==> config.mk <==
export PLATFORM = sky130hd
export DESIGN_NAME = multicycle_decoder
export DESIGN_NICKNAME = d
export VERILOG_FILES = /design/src/rtl/multicycle_decoder.sv
export SDC_FILE = /design/constraint.sdc
export NUM_CORES = 1
export LEC_CHECK = 0
export ABC_AREA = 0
export CORE_MARGIN = 4
export CORE_UTILIZATION = 53
export CTS_BUF_LIST = sky130_fd_sc_hd__clkbuf_2
export DETAILED_ROUTE_END_ITERATION = 16
export PLACE_DENSITY_LB_ADDON = 0.3
export REMOVE_ABC_BUFFERS = 1
export SETUP_SLACK_MARGIN = 0.05
export SYNTH_ARGS = -nofsm -noshare
export SYNTH_HDL_FRONTEND = slang
export SYNTH_SLANG_ARGS = --single-unit
==> constraint.sdc <==
create_clock -name clk -period 3.5 [get_ports clk]
set_input_delay 0.35 -clock clk [delete_from_list [all_inputs] [get_ports clk]]
set_output_delay 0.35 -clock clk [all_outputs]
set_load 0.02 [all_outputs]
==> src/rtl/multicycle_decoder.sv <==
// rtl/multicycle_decoder.sv - multicycle instruction decoder FSM with handshake, memory wait and retire counter
//
// Ports:
//   clk, reset         : rising-edge clock, synchronous active-high reset
//   Instr, instr_valid : instruction word and its valid flag
//   instr_ready        : decoder can accept an instruction (FETCH only)
//   mem_ack            : data-memory read complete, consumed in MEM
//   RegWA..PCWrite     : single-bit datapath controls
//   Show               : display select, held between write-backs
//   ALUControl         : ALU operation, driven from EXEC through WB
//   busy, illegal      : not in FETCH / parked in the error state
//   instr_count        : retired-instruction counter, wraps
module multicycle_decoder #(
    parameter int IW = 16,
    parameter int CW = 16
) (
    input  logic          clk,
    input  logic          reset,
    input  logic [IW-1:0] Instr,
    input  logic          instr_valid,
    output logic          instr_ready,
    input  logic          mem_ack,
    output logic          RegWA,
    output logic          RegWB,
    output logic          ImmSrc,
    output logic          IDMux,
    output logic          MemtoReg,
    output logic          JM,
    output logic          FlagW,
    output logic          IRWrite,
    output logic          PCWrite,
    output logic [1:0]    Show,
    output logic [3:0]    ALUControl,
    output logic          busy,
    output logic          illegal,
    output logic [CW-1:0] instr_count
);

    typedef enum logic [2:0] {
        FETCH  = 3'd0,
        DECODE = 3'd1,
        EXEC   = 3'd2,
        MEM    = 3'd3,
        WB     = 3'd4,
        ERR    = 3'd5
    } state_t;

    state_t        state;
    state_t        state_nxt;
    logic [IW-1:0] ir;
    logic [1:0]    show_q;
    logic          accept;
    logic          retire;

    // Field decode always works on the latched IR, never on the live bus.
    logic [4:0] hi;
    logic [4:0] func;
    logic [3:0] sub;
    logic       r_type;
    logic       i_type;
    logic       unused_ir_low;

    assign hi            = ir[IW-1:IW-5];
    assign func          = ir[IW-6:IW-10];
    assign sub           = ir[IW-2:IW-5];
    assign r_type        = (hi == 5'd0);
    assign i_type        = ir[IW-1];
    assign unused_ir_low = ^ir[IW-11:0];

    logic func_legal;
    logic legal;
    logic is_nop;
    logic is_jump;
    logic is_load;

    assign func_legal = (func <= 5'd16) || ((func >= 5'd18) && (func <= 5'd20));
    assign legal      = (r_type && func_legal) || (i_type && !sub[3]);
    assign is_nop     = r_type && (func == 5'd0);
    assign is_jump    = i_type && (sub <= 4'd5);
    assign is_load    = i_type && (sub == 4'd7);

    // ALU operation for the instruction held in IR.
    logic [3:0] alu_dec;
    always_comb begin
        alu_dec = 4'd0;
        if (i_type) begin
            alu_dec = 4'b0101;
        end else if ((func >= 5'd2) && (func <= 5'd14)) begin
            alu_dec = func[3:0] - 4'd1;
        end else if ((func == 5'd16) || (func == 5'd20)) begin
            alu_dec = 4'b0010;
        end
    end

    // Write-back control values; only driven onto the ports while in WB.
    logic       wb_regwa;
    logic       wb_regwb;
    logic       wb_immsrc;
    logic       wb_idmux;
    logic       wb_memtoreg;
    logic       wb_flagw;
    logic [1:0] wb_show;

    assign wb_regwa    = (r_type && (func >= 5'd1) && (func <= 5'd16)) ||
                         (i_type && (sub[3:1] == 3'b011));
    assign wb_regwb    = r_type && (func == 5'd7);
    assign wb_immsrc   = i_type || (r_type && (func >= 5'd9) && (func <= 5'd16));
    assign wb_idmux    = r_type && ((func == 5'd15) || (func == 5'd16));
    assign wb_memtoreg = is_load;
    assign wb_flagw    = r_type && (((func >= 5'd1) && (func <= 5'd5)) ||
                                    ((func >= 5'd9) && (func <= 5'd16)) ||
                                    (func == 5'd20));
    assign wb_show     = (r_type && (func == 5'd18)) ? 2'b01 :
                         (r_type && (func == 5'd19)) ? 2'b10 : 2'b00;

    always_comb begin
        state_nxt   = state;
        instr_ready = 1'b0;
        accept      = 1'b0;
        retire      = 1'b0;
        RegWA       = 1'b0;
        RegWB       = 1'b0;
        ImmSrc      = 1'b0;
        IDMux       = 1'b0;
        MemtoReg    = 1'b0;
        JM          = 1'b0;
        FlagW       = 1'b0;
        PCWrite     = 1'b0;
        ALUControl  = 4'd0;
        Show        = show_q;
        illegal     = 1'b0;
        case (state)
            FETCH: begin
                // Gate with reset so nothing is handed over during reset.
                instr_ready = !reset;
                if (instr_valid && !reset) begin
                    accept    = 1'b1;
                    state_nxt = DECODE;
                end
            end
            DECODE: begin
                state_nxt = legal ? EXEC : ERR;
            end
            EXEC: begin
                ALUControl = alu_dec;
                if (is_nop) begin
                    retire    = 1'b1;
                    state_nxt = FETCH;
                end else if (is_jump) begin
                    PCWrite   = 1'b1;
                    JM        = 1'b1;
                    retire    = 1'b1;
                    state_nxt = FETCH;
                end else if (is_load) begin
                    state_nxt = MEM;
                end else begin
                    state_nxt = WB;
                end
            end
            MEM: begin
                ALUControl = alu_dec;
                // Ack is checked from the first MEM cycle on.
                if (mem_ack) begin
                    state_nxt = WB;
                end
            end
            WB: begin
                ALUControl = alu_dec;
                RegWA      = wb_regwa;
                RegWB      = wb_regwb;
                ImmSrc     = wb_immsrc;
                IDMux      = wb_idmux;
                MemtoReg   = wb_memtoreg;
                FlagW      = wb_flagw;
                Show       = wb_show;
                retire     = 1'b1;
                state_nxt  = FETCH;
            end
            ERR: begin
                illegal = 1'b1;
                Show    = 2'b00;
            end
            default: begin
                state_nxt = FETCH;
            end
        endcase
    end

    assign IRWrite = accept;
    assign busy    = (state != FETCH);

    always_ff @(posedge clk) begin
        if (reset) begin
            state       <= FETCH;
            ir          <= '0;
            instr_count <= '0;
            show_q      <= 2'b00;
        end else begin
            state <= state_nxt;
            if (accept) begin
                ir <= Instr;
            end
            if (retire) begin
                instr_count <= instr_count + 1'b1;
            end
            if (state == WB) begin
                show_q <= wb_show;
            end
        end
    end

endmodule

==> results of run 1 <==
[cells by family after synthesis]
logic type | Yosys count | synth area share (%)
DFF | 31 | 32.2
and+or+nand+nor | 129 | 33.1
xor gates and xnor gates | 11 | 4.99
AOI/OAI and AO/OA | 49 | 18.4
buffers and inverters | 27 | 6.29
adders and majority gates | 6 | 3.89
muxes | 2 | 1.10
[layout make-up]
class / instances / area, um2
Multi-Input combinational cell: 197 / 1190
Fill cell: 275 / 987
Sequential cell: 31 / 621
Timing Repair Buffer: 49 / 485
Tap cell: 46 / 57.6
Inverter: 10 / 37.5
Clock buffer: 7 / 35.0
Clock inverter: 1 / 5.00
[sequential cells by signal, summed over array words and instances (netlist names)]
signal,cells
instr_count,16
ir,10
state,3
show_q,2
[worst max-delay path, delay by kind of cell, from the launching register on]
family | cells | cell delay, ps
buffers and inverters | 2 | 870
adder cells (fa/ha/maj) | 1 | 310
flip-flops | 1 | 620
AND/OR/NAND/NOR | 3 | 470
[metal layers]
| layer | vias to the layer above | GRT usage [%] | share of wire (%) |
|---|---|---|---|
| li1 | 968 | - | - |
| met1 | 873 | 29.3 | 49 |
| met2 | 55 | 29.0 | 45 |
| met3 | 4 | 5.58 | 5.4 |
| met4 | 0 | 5.21 | 0.68 |
| met5 | - | 0 | 0 |
[cell usage in the layout (no fill, tap or decap), types with 2 or more instances in the layout]
master and instances:
clkdlybuf4s50_1 47, nand2_1 38, nor2_1 34, dfxtp_1 31
a21oi_1 17, nand3_1 12, inv_1 10, xnor2_1 10
o21ai_0 8, nand3b_1 8, clkbuf_2 7, ha_1 6
or3_1 5, a211oi_1 5, nand2b_1 4, nor3_1 4
nor4_1 4, nand4_1 4, nor2b_1 4, and2_1 3
a21o_1 3, a31oi_1 2, and3_1 2, and4_1 2
a2111oi_2 2, o31ai_1 2, buf_4 2
[how the worst max path moves through the flow]
| stage | slack [ps] | end |
|---|---|---|
| 6_report | 520 | ALUControl[1] |
| 4_1_cts | 520 | ALUControl[1] |
| 3_5_place_dp | 880 | IRWrite |
| 5_1_grt | 340 | IRWrite |
| 2_1_floorplan | 1330 | instr_count[11] |
| 3_3_place_gp | 900 | IRWrite |
[report_power, final]
part           internal (uW)  total (uW)  switching (uW)
clock                   54.6         176             122
sequential               393         482            89.1
combinational            203         454             251
total                    650        1110             462
[metrics by stage]
stage / hold WS, ps / instances / total power (uW)
finish: 464 / 341 / 1110
global route: 485 / 341 / 1190
CTS: 467 / 341 / 1110
detailed placement: 447 / 333 / 939
global placement: 442 / 333 / 929
floorplan: 419 / 238 / 782
==> impl_metrics.ini, run 1 <==
[sta]
fmax_mhz = 336
slew_headroom_pct = 63.3
period_needed_ps = 2980
layout_setup_ws_ps = 524
clock_skew_ps = 14.0
tightest_slew_ps = 550
setup_viol = 0
maxSlewViolCount = 0
fin_tns_setup_ps = 0
rsz0062_at_grt = no
finalHoldViolCount = 0
period_share_pct = 85.0

[drt]
drc_errors = 0
vias = 1900
first_pass_iters = 4
ant_nets = 0
wl_per_cell_um = 13.0
vias_per_cell = 5.57
routed_wl_mm = 4.43
initialDrtViolationCount = 107

[min_path]
hp-class = flop to flop
holdCritStartpoint = show_q[0]
whs_path_depth = 2
holdPathEnd = show_q[0]

[placed_design]
dp_hpwl_mm = 3.26
place_area_um2 = 2390
gp_congestion = 0.831
dp_slack_ps = 877
port_buffers = 47

[worst_setup_path]
critical_path.slowest_cell = clkdlybuf4s50_1
cp-start-kind = flop
max_stage_delay_ps = 690
criticalPathCategory = flop to primary output
rrSetupSlack_ps = 1330
critPathRequiredTime_ps = 3150
arrival_ps = 2630
crit_top_cell = nor2_1
critical_path.cell_chain = inv_1, ha_1, nor2_1, nor2_1, nor4_1, clkdlybuf4s50_1
r2r_cells = 8
critical_path.startpoint = ir[7]
worstPathMaxFanout = 14
r2r-end = instr_count[7]
r2r_start = ir[7]
cp-end-kind = primary output

[layout]
diodes = 0
syn_to_final_growth_pct = 25.9
stdcell_area_um2 = 2430
drive_gt1_share_pct = 6.78
fin_util_pct = 71.1
final_nets = 320

[logic_synthesis]
synth_cell_types = 47
yosysTopAreaCellShare_pct = 32.2
syn-instance-count = 255
synthTopCellsByArea = dfxtp_1 (32%), nand2_1 (7.4%), nor2_1 (6.6%)
syn_avg_cell_area_um2 = 7.57
synthFlopType = dfxtp_1
ys_seq_elements = 31
synth_edf_count = 0
synth_common_cells = nand2_1 (38), nor2_1 (34), dfxtp_1 (31)
synth_area_leader_cell = dfxtp_1
synth-seq-area-share_pct = 32.2
async_reset_ff_share_pct = 0
yosys_warnings = 0
synth.most_common_cell = nand2_1
synth_area_um2 = 1930

[power]
vdd_drop_max_mv = 0.334
p_leak_uw = 0.000871
power_density_nw_per_um2 = 458

[clock_network]
cts_max_level = 2
cts_buffers = 5
cts_resized = 0
ctsHoldBuffers = 0
clkTransAtPathRegs_ps = 160
clk_latency_ps = 360
cts_setup_buffers = 0
clockBufferDepth = 2
clock_sinks = 31
cts-root-buf = clkbuf_2
cts_tree = yes

[run_status]
status = complete, no violations

[die]
rows = 21
die_h_um = 68.3
core-area_um2 = 3420
die_w_um = 68.3
die-area_um2 = 4670
io_pins = 54
start_util_pct = 56.5

[run]
maxCapViolations = 0

[global_routing]
grt_pass1_wl_mm = 7.13
grt_use_total_pct = 20.1
grt_max_degree = 32
grt-ovfl-total = 0
grt_pass1_vias = 1544
antenna_found_initial = 0
Power figures use the tool's default switching activity.
==> run 2, diff against run 1 <==
Settings changed: CORE_ASPECT_RATIO set to 2, SLEW_MARGIN set to 20.
==> impl_metrics.ini, run 2 (synthesis results as in run 1) <==
[worst_setup_path]
rrSetupSlack_ps = 850
criticalPathCategory = flop to primary output
critPathRequiredTime_ps = 3150
cp-start-kind = flop
crit_family = buffers and inverters
critical_path.cell_chain = or3_1, nor2_1, nand2_1, inv_1, clkdlybuf4s50_1
max_stage_delay_ps = 680
cp-end-kind = primary output
path_buf_inv = 2
critical_path.slowest_cell = clkdlybuf4s50_1
arrival_ps = 2610
worstPathMaxFanout = 13

[die]
die_w_um = 50.7
start_util_pct = 55.9
die_h_um = 93.3
rows = 30
core-area_um2 = 3450
die-area_um2 = 4730
io_pins = 54

[layout]
final_cell_mix = clkdlybuf4s50_1 (47), nand2_1 (38), nor2_1 (34), dfxtp_1 (31), a21oi_1 (17)
layout.cells.most_common = clkdlybuf4s50_1
largest_register = instr_count
top_regs = instr_count: 16 flops, ir: 10 flops, state: 3 flops
syn_to_final_growth_pct = 26.8
finalNonFillerCells = 342
diodes = 0
final_nets = 319
fin_util_pct = 70.9
largest_reg_flops = 16
drive_gt1_share_pct = 6.12

[clock_network]
cts_resized = 0
clock_sinks = 31
clk_latency_ps = 380
cts-root-buf = clkbuf_2
clkTransAtPathRegs_ps = 170
cts_tree = yes
clockBufferDepth = 2
cts_buffers = 5
cts_max_level = 2
ctsHoldBuffers = 0
cts_setup_buffers = 0

[drt]
vias = 1924
vias_per_cell = 5.63
wl_per_cell_um = 13.4
routed_wl_mm = 4.59
ant_nets = 0
drc_errors = 0
first_pass_iters = 4
initialDrtViolationCount = 62

[sta]
clock_skew_ps = 3.68
slew_headroom_pct = 53.8
tightest_slew_ps = 692
maxSlewViolCount = 0
fmax_mhz = 338
setup_viol = 0
finalHoldViolCount = 0
rsz0062_at_grt = no
period_needed_ps = 2960
period_share_pct = 84.5
fin_tns_setup_ps = 0

[run_status]
status = complete, no violations

[global_routing]
grt_pass1_vias = 1845
antenna_found_initial = 0
grt_max_degree = 32
grt-ovfl-total = 0
grt_use_total_pct = 21.7
grt_pass1_wl_mm = 8.06

[placed_design]
gp_congestion = 0.890
post-place-cells = 334
port_buffers = 47
dp_hpwl_mm = 3.45

[run]
maxCapViolations = 0

[power]
vdd_drop_max_mv = 0.540
p_leak_uw = 0.000874
power_density_nw_per_um2 = 486

[min_path]
hp-class = flop to flop
-- run 2: cell types whose count changed in the layout (fill, tap and decap cells not counted), sizes merged --
cell,previous run,this run
buf,2,1
bufinv,0,1
clkbuf,7,5
clkinv,1,2
-- run 2: area by class of cell --
type	count	area, um2
Tap cell	48	60.1
Clock inverter	3	38.8
Fill cell	293	1010
Inverter	10	37.5
Sequential cell	31	621
Clock buffer	5	25.0
Timing Repair Buffer	48	478
Multi-Input combinational cell	197	1190
-- run 2: power breakdown --
| part | internal (uW) | switching (uW) |
|---|---|---|
| clock | 117 | 133 |
| combinational | 203 | 256 |
| sequential | 393 | 87.2 |
-- run 2: stage by stage --
step                      total power [uW]  setup slack [ps]  instance area (um2)  hold slack, ps
after detailed placement               945               885                 2380             450
final                                 1190               541                 2450             468
after global routing                  1270               302                 2450             474
after CTS                             1190               516                 2450             470
after floorplan                        782              1330                 1850             419
after global placement                 933               937                 2380             443
-- run 2: per-layer routing --
| layer | wire, um | vias up | GRT usage (%) |
|---|---|---|---|
| met5 | 0 | - | 0 |
| met4 | 108 | 0 | 9.21 |
| met3 | 210 | 9 | 4.31 |
| met2 | 2500 | 63 | 40.2 |
| met1 | 1770 | 896 | 22.8 |
| li1 | - | 956 | - |
-- run 2: worst paths after layout --
kind,startpoint,endpoint,cells past startpoint
max,state[2],IRWrite,5
min reg2reg,show_q[0],show_q[0],2
max reg2reg,ir[7],instr_count[11],7
min,show_q[0],show_q[0],2
-- run 2: worst reg2reg max path: stages (launching register included) --
cell     delay [ps]
dfxtp_1         470
inv_1           190
ha_1            160
nor4b_2         280
nand4_1         610
a21o_1          400
or3_1           350
a21oi_1         140
